### config.mk
export PLATFORM = sky130hd
export DESIGN_NAME = chunked_adder
export DESIGN_NICKNAME = d
export VERILOG_FILES = /design/src/rtl/chunked_adder_pkg.sv /design/src/rtl/chunk_add_slice.sv /design/src/rtl/chunked_adder.sv
export SDC_FILE = /design/constraint.sdc
export NUM_CORES = 1
export LEC_CHECK = 0
export ABC_AREA = 1
export BUFFER_PORTS_ARGS = -buffer_cell sky130_fd_sc_hd__buf_2
export CAP_MARGIN = 5
export CORE_UTILIZATION = 40
export DETAILED_ROUTE_END_ITERATION = 7
export HOLD_SLACK_MARGIN = 0.02
export PLACE_DENSITY = 0.61
export SLEW_MARGIN = 0
export SYNTH_ARGS = -nofsm -noshare
export SYNTH_HDL_FRONTEND = slang
export SYNTH_SLANG_ARGS = --single-unit
### constraint.sdc
create_clock -name clock -period 3.6 [get_ports clock]
set_clock_uncertainty 0.15 [all_clocks]
set_input_delay 0.72 -clock clock [delete_from_list [all_inputs] [get_ports clock]]
set_output_delay 0.72 -clock clock [all_outputs]
set_load 0.02 [all_outputs]
### src/rtl/chunked_adder_pkg.sv
// Shared types and elaboration helpers for the chunk-serial add/subtract unit.
package chunked_adder_pkg;

    typedef enum logic [1:0] {
        IDLE,
        BUSY,
        DONE
    } state_t;

    // Width of the chunk index register: at least one bit, even for a single chunk.
    function automatic int idx_width(input int width, input int chunk);
        int n;
        n = width / chunk;
        return (n <= 1) ? 1 : $clog2(n);
    endfunction

    function automatic bit params_ok(input int width, input int chunk);
        return (chunk >= 1) && (chunk <= width) && ((width % chunk) == 0);
    endfunction

endpackage

### src/rtl/chunk_add_slice.sv
// Combinational CHUNK-bit ripple adder; also exposes the carry into its top bit
// so the caller can derive signed overflow on the most-significant chunk.
module chunk_add_slice
    import chunked_adder_pkg::*;
#(
    parameter int CHUNK = 2
) (
    input  logic [CHUNK-1:0] a_c,
    input  logic [CHUNK-1:0] b_c,
    input  logic             c_in,
    output logic [CHUNK-1:0] s,
    output logic             c_out,
    output logic             c_msb_in
);

    logic [CHUNK-1:0] w_sum;
    logic             w_carry;
    logic             w_msb_in;

    // NOTE: every variable gets a default before the loop so no path leaves one
    // unassigned (which would infer a latch); blocking '=' is correct here because
    // w_carry must ripple bit to bit within the same evaluation.
    always_comb begin
        w_sum    = '0;
        w_carry  = c_in;
        w_msb_in = c_in;
        for (int i = 0; i < CHUNK; i++) begin
            if (i == CHUNK - 1) begin
                w_msb_in = w_carry;
            end
            w_sum[i] = a_c[i] ^ b_c[i] ^ w_carry;
            w_carry  = (a_c[i] & b_c[i]) | (w_carry & (a_c[i] ^ b_c[i]));
        end
    end

    assign s        = w_sum;
    assign c_out    = w_carry;
    assign c_msb_in = w_msb_in;

endmodule

### src/rtl/chunked_adder.sv
// Multi-cycle add/subtract: WIDTH-bit operands summed CHUNK bits per clock,
// least-significant chunk first, with valid/ready handshakes on both sides.
module chunked_adder
    import chunked_adder_pkg::*;
#(
    parameter int WIDTH = 8,
    parameter int CHUNK = 2
) (
    input  logic             clock,
    input  logic             reset,
    input  logic             in_valid,
    output logic             in_ready,
    input  logic [WIDTH-1:0] a,
    input  logic [WIDTH-1:0] b,
    input  logic             cin,
    input  logic             sub,
    output logic             out_valid,
    input  logic             out_ready,
    output logic [WIDTH:0]   out,
    output logic             overflow
);

    localparam int N    = WIDTH / CHUNK;
    localparam int IDXW = idx_width(WIDTH, CHUNK);
    localparam logic [IDXW-1:0] LAST_IDX = IDXW'(N - 1);

    if (!params_ok(WIDTH, CHUNK)) begin : g_param_check
        $error("chunked_adder: WIDTH must be a positive multiple of CHUNK");
    end

    state_t           r_state;
    logic [WIDTH-1:0] r_a;
    logic [WIDTH-1:0] r_b;
    logic             r_carry;
    logic [IDXW-1:0]  r_idx;
    logic [WIDTH:0]   r_out;
    logic             r_overflow;

    logic             w_accept;
    logic [CHUNK-1:0] w_s;
    logic             w_c_out;
    logic             w_c_msb_in;

    // Operand registers shift right each BUSY cycle, so the active chunk is always the low one.
    chunk_add_slice #(
        .CHUNK (CHUNK)
    ) u_slice (
        .a_c      (r_a[CHUNK-1:0]),
        .b_c      (r_b[CHUNK-1:0]),
        .c_in     (r_carry),
        .s        (w_s),
        .c_out    (w_c_out),
        .c_msb_in (w_c_msb_in)
    );

    assign in_ready = !reset && ((r_state == IDLE) || ((r_state == DONE) && out_ready));
    assign w_accept = in_valid && in_ready;

    // NOTE: sequential state uses non-blocking '<=' so every register samples the
    // pre-edge values; the reset branch clears all state synchronously, which
    // also discards any operation in flight.
    always_ff @(posedge clock) begin
        if (reset) begin
            r_state    <= IDLE;
            r_a        <= '0;
            r_b        <= '0;
            r_carry    <= 1'b0;
            r_idx      <= '0;
            r_out      <= '0;
            r_overflow <= 1'b0;
        end else if (w_accept) begin
            // Accepting from DONE completes the output handshake on the same edge.
            r_a     <= a;
            r_b     <= sub ? ~b : b;
            r_carry <= sub ? 1'b1 : cin;
            r_idx   <= '0;
            r_state <= BUSY;
        end else begin
            case (r_state)
                BUSY: begin
                    r_a              <= r_a >> CHUNK;
                    r_b              <= r_b >> CHUNK;
                    r_out[WIDTH-1:0] <= WIDTH'({w_s, r_out[WIDTH-1:0]} >> CHUNK);
                    r_carry          <= w_c_out;
                    if (r_idx == LAST_IDX) begin
                        r_idx      <= '0;
                        r_out[WIDTH] <= w_c_out;
                        r_overflow <= w_c_msb_in ^ w_c_out;
                        r_state    <= DONE;
                    end else begin
                        r_idx <= r_idx + IDXW'(1);
                    end
                end
                DONE: begin
                    if (out_ready) begin
                        r_state <= IDLE;
                    end
                end
                default: begin
                end
            endcase
        end
    end

    assign out_valid = (r_state == DONE);
    assign out       = r_out;
    assign overflow  = r_overflow;

endmodule

==> impl_metrics.yaml <==
sta:
  setup_slack_ps: 1280
  fmax_mhz: 432
  timing.hold.ws_ps: 314
  rsz0062_at_grt: "false"
  finalSetupTns_ps: 0
  setup_viol: 0
  hold_viol: 0
  drv_slew: 0
  period_share_pct: 64.4
  worst_slew_pin_slew_ps: 399
  fin_crit_ps: 2320
  relSlewSlack_pct: 73.4
setup_path:
  crit_type: "in -> out"
  cp_top_family: "buffers and inverters"
  reg2reg_from: "r_state[0]"
  critPathBufInv: 2
  r2r_slack_ps: 1650
  arrival_ps: 1450
  critPathLaunchType: "input pin"
  worst_path_most_repeated_cell: "buf_2"
  path_max_fanout: 18
  r2r-end: "r_b[3]"
  worstSetupEndpoint: "in_ready"
  max_stage_delay_ps: 280
  critical_path_depth: 3
  crit_required_ps: 2730
  cpMaxStageDelayCell: "a21oi_1"
  ff2ff_path_depth: 9
  cp_cell_sequence: "buf_2, a21oi_1, buf_2"
  startpoint: "reset"
  end_kind: "output port"
grt:
  grt_pass1_wl_um: 5410
  grt_use_met3_pct: 4.17
  grtUsageTotal_pct: 16.6
  use_met1_pct: 19.7
  antenna_found_initial: 0
  grt_start_max_net_pins: 37
  overflow: 0
  grt_pass1_vias: 1282
  met2_usage_pct: 28.5
  busiest_layer: "met2"
logic_synthesis:
  synth_top_cell_area_share_pct: 38.6
  async_flop_share_pct: 0
  synth_top_family_by_area: "simple AND/OR/NAND/NOR gates"
  synthFlopType: "dfxtp_1"
  synth_fa_ha_area_share_pct: 5.61
  yosys.area.top_type: "dfxtp_1"
  avgSynthCellArea_um2: 7.20
  synth-edff-count: 0
  synth_compound_area_share_pct: 9.50
  ys_seq_area_share_pct: 38.6
  synthCells: 223
  netlist_area_um2: 1610
  synthDistinctLibCells: 24
  synthSimpleGateAreaFrac_pct: 30.3
  synth_warnings: 0
  syn-num-nets: 251
  synth.area.top_cells: "dfxtp_1, nand2_1, nand3_1"
  ys_seq_elements: 31
  yosys-mux-area-fraction_pct: 0
  synth_xor_area_share_pct: 4.91
route:
  wl_um: 3220
  drtIter0Drc: 58
  wl_per_cell_um: 10.7
  viasPerCell: 4.74
  drtAntennaViolNets: 0
  firstDrtPassIters: 4
  num_vias: 1422
  drc: 0
place:
  routabilityCongestion: 0.738
  numPortBuffers: 33
  place_ws_ps: 1270
  hpwl_um: 2190
  post_dp_cell_area_um2: 1750
  dp.cells: 292
floorplan:
  io_pins: 34
  die-height_um: 65.4
  fp.dieArea_um2: 4270
  rows: 22
  core_um2: 3740
  initial_utilization_pct: 42.9
  die_w_um: 65.4
finish:
  fin_area_um2: 1850
  diodes: 0
  fin_cells: 300
  final_layout_size_suffix_gt1_share_pct: 19.8
  area_growth_syn_to_layout_pct: 15.1
  fin_util_pct: 49.4
  final_nets: 279
  n_fill_cell: 405
clock_network:
  cts-buffers-inserted: 5
  cts_root_buf: "clkbuf_8"
  ctsHtreeMaxLevel: 2
  cts_hold_buf: 0
  path_clk_slew_ps: 60
  clock_latency_ps: 280
  cts_resized: 0
  clockBufferDepth: 2
  cts_tree: "done"
  clock_sinks: 31
  post-cts-setup-buffers: 0
power_and_ir_drop:
  p_int_mw: 0.755
  comb_power_share_pct: 37.3
  power_mw: 1.23
  pwr-share-seq_pct: 38.6
  p_sw_share_pct: 38.7
  clock_power_share_pct: 24.1
  irDropWorstVdd_mv: 0.397
  switching_power_mw: 0.477
  power_density_nw_per_um2: 666
  leakage_nw: 0.924
run_status:
  status: "finished, final reports clean"
job:
  max_cap_viol_count: 0
hold_path:
  hp-class: "reg -> reg"
power by group through the flow:
stage | Clock, mW | Combinational, mW | Sequential (mW)
global placement | 0 | 0.459 | 0.482
detailed placement | 0 | 0.463 | 0.483
floorplan | 0 | 0.328 | 0.517
CTS | 0.307 | 0.466 | 0.477
finish | 0.297 | 0.459 | 0.476
global route | 0.327 | 0.526 | 0.489
synth_stat cells, drive strengths merged (3+ instances only):
cell	count
nand2	54
dfxtp	31
nor2	29
nand3	24
inv	22
a21oi	16
o21ai	13
buf	11
xor2	6
ha	4
nand4	4
xnor2	3
logic make-up (layout without fill, tap and decap cells):
family	count (synthesis)	after routing
AND/OR/NAND/NOR	113	113
buffers and inverters	35	64
flip-flops	31	31
AO/OA/AOI/OAI	29	29
XOR/XNOR	9	9
adder cells (fa/ha/maj)	6	6
worst min path at each step:
stage                    end  cells past startpoint     start
detailed placement    r_b[6]                      2    r_b[6]
global route        r_idx[1]                      2  r_idx[1]
floorplan             r_a[6]                      2    r_a[6]
CTS                   r_b[6]                      2    r_b[6]
finish                r_a[6]                      2    r_a[6]
global placement      r_b[7]                      2    r_b[7]
final cells by class:
| class | instances | area (um^2) | share of cell area, % |
|---|---|---|---|
| Sequential cell | 31 | 621 | 33.6 |
| Inverter | 22 | 87.6 | 4.74 |
| Multi-Input combinational cell | 157 | 808 | 43.7 |
| Tap cell | 48 | 60.1 | 3.25 |
| Timing Repair Buffer | 34 | 173 | 9.34 |
| Clock buffer | 8 | 100 | 5.41 |
sequential cells by signal, summed over array words and instances (netlist names):
signal,flops
out,9
r_a,8
r_b,8
r_idx,2
r_state,2
overflow,1
r_carry,1
placed cells by master, fill, tap and decap left out, types with 6 or more instances in the layout:
| master | instances |
|---|---|
| nand2_1 | 52 |
| nor2_1 | 29 |
| buf_2 | 33 |
| nand3_1 | 23 |
| xor2_1 | 6 |
| o21ai_0 | 8 |
| inv_1 | 19 |
| a21oi_1 | 14 |
| dfxtp_1 | 31 |
| clkbuf_8 | 7 |
per-layer routing:
layer / routed length (um) / part of all wire, %
met5: 0 / 0
met4: 12 / 0.37
met3: 136 / 4.2
met2: 1490 / 46
met1: 1590 / 49
tightest hold or removal path, cell delays in order (launching register included):
cell and delay, ps:
dfxtp_1 310, nand2_1 60, a21oi_1 50
Note: power is estimated with default switching activity, not from simulation.
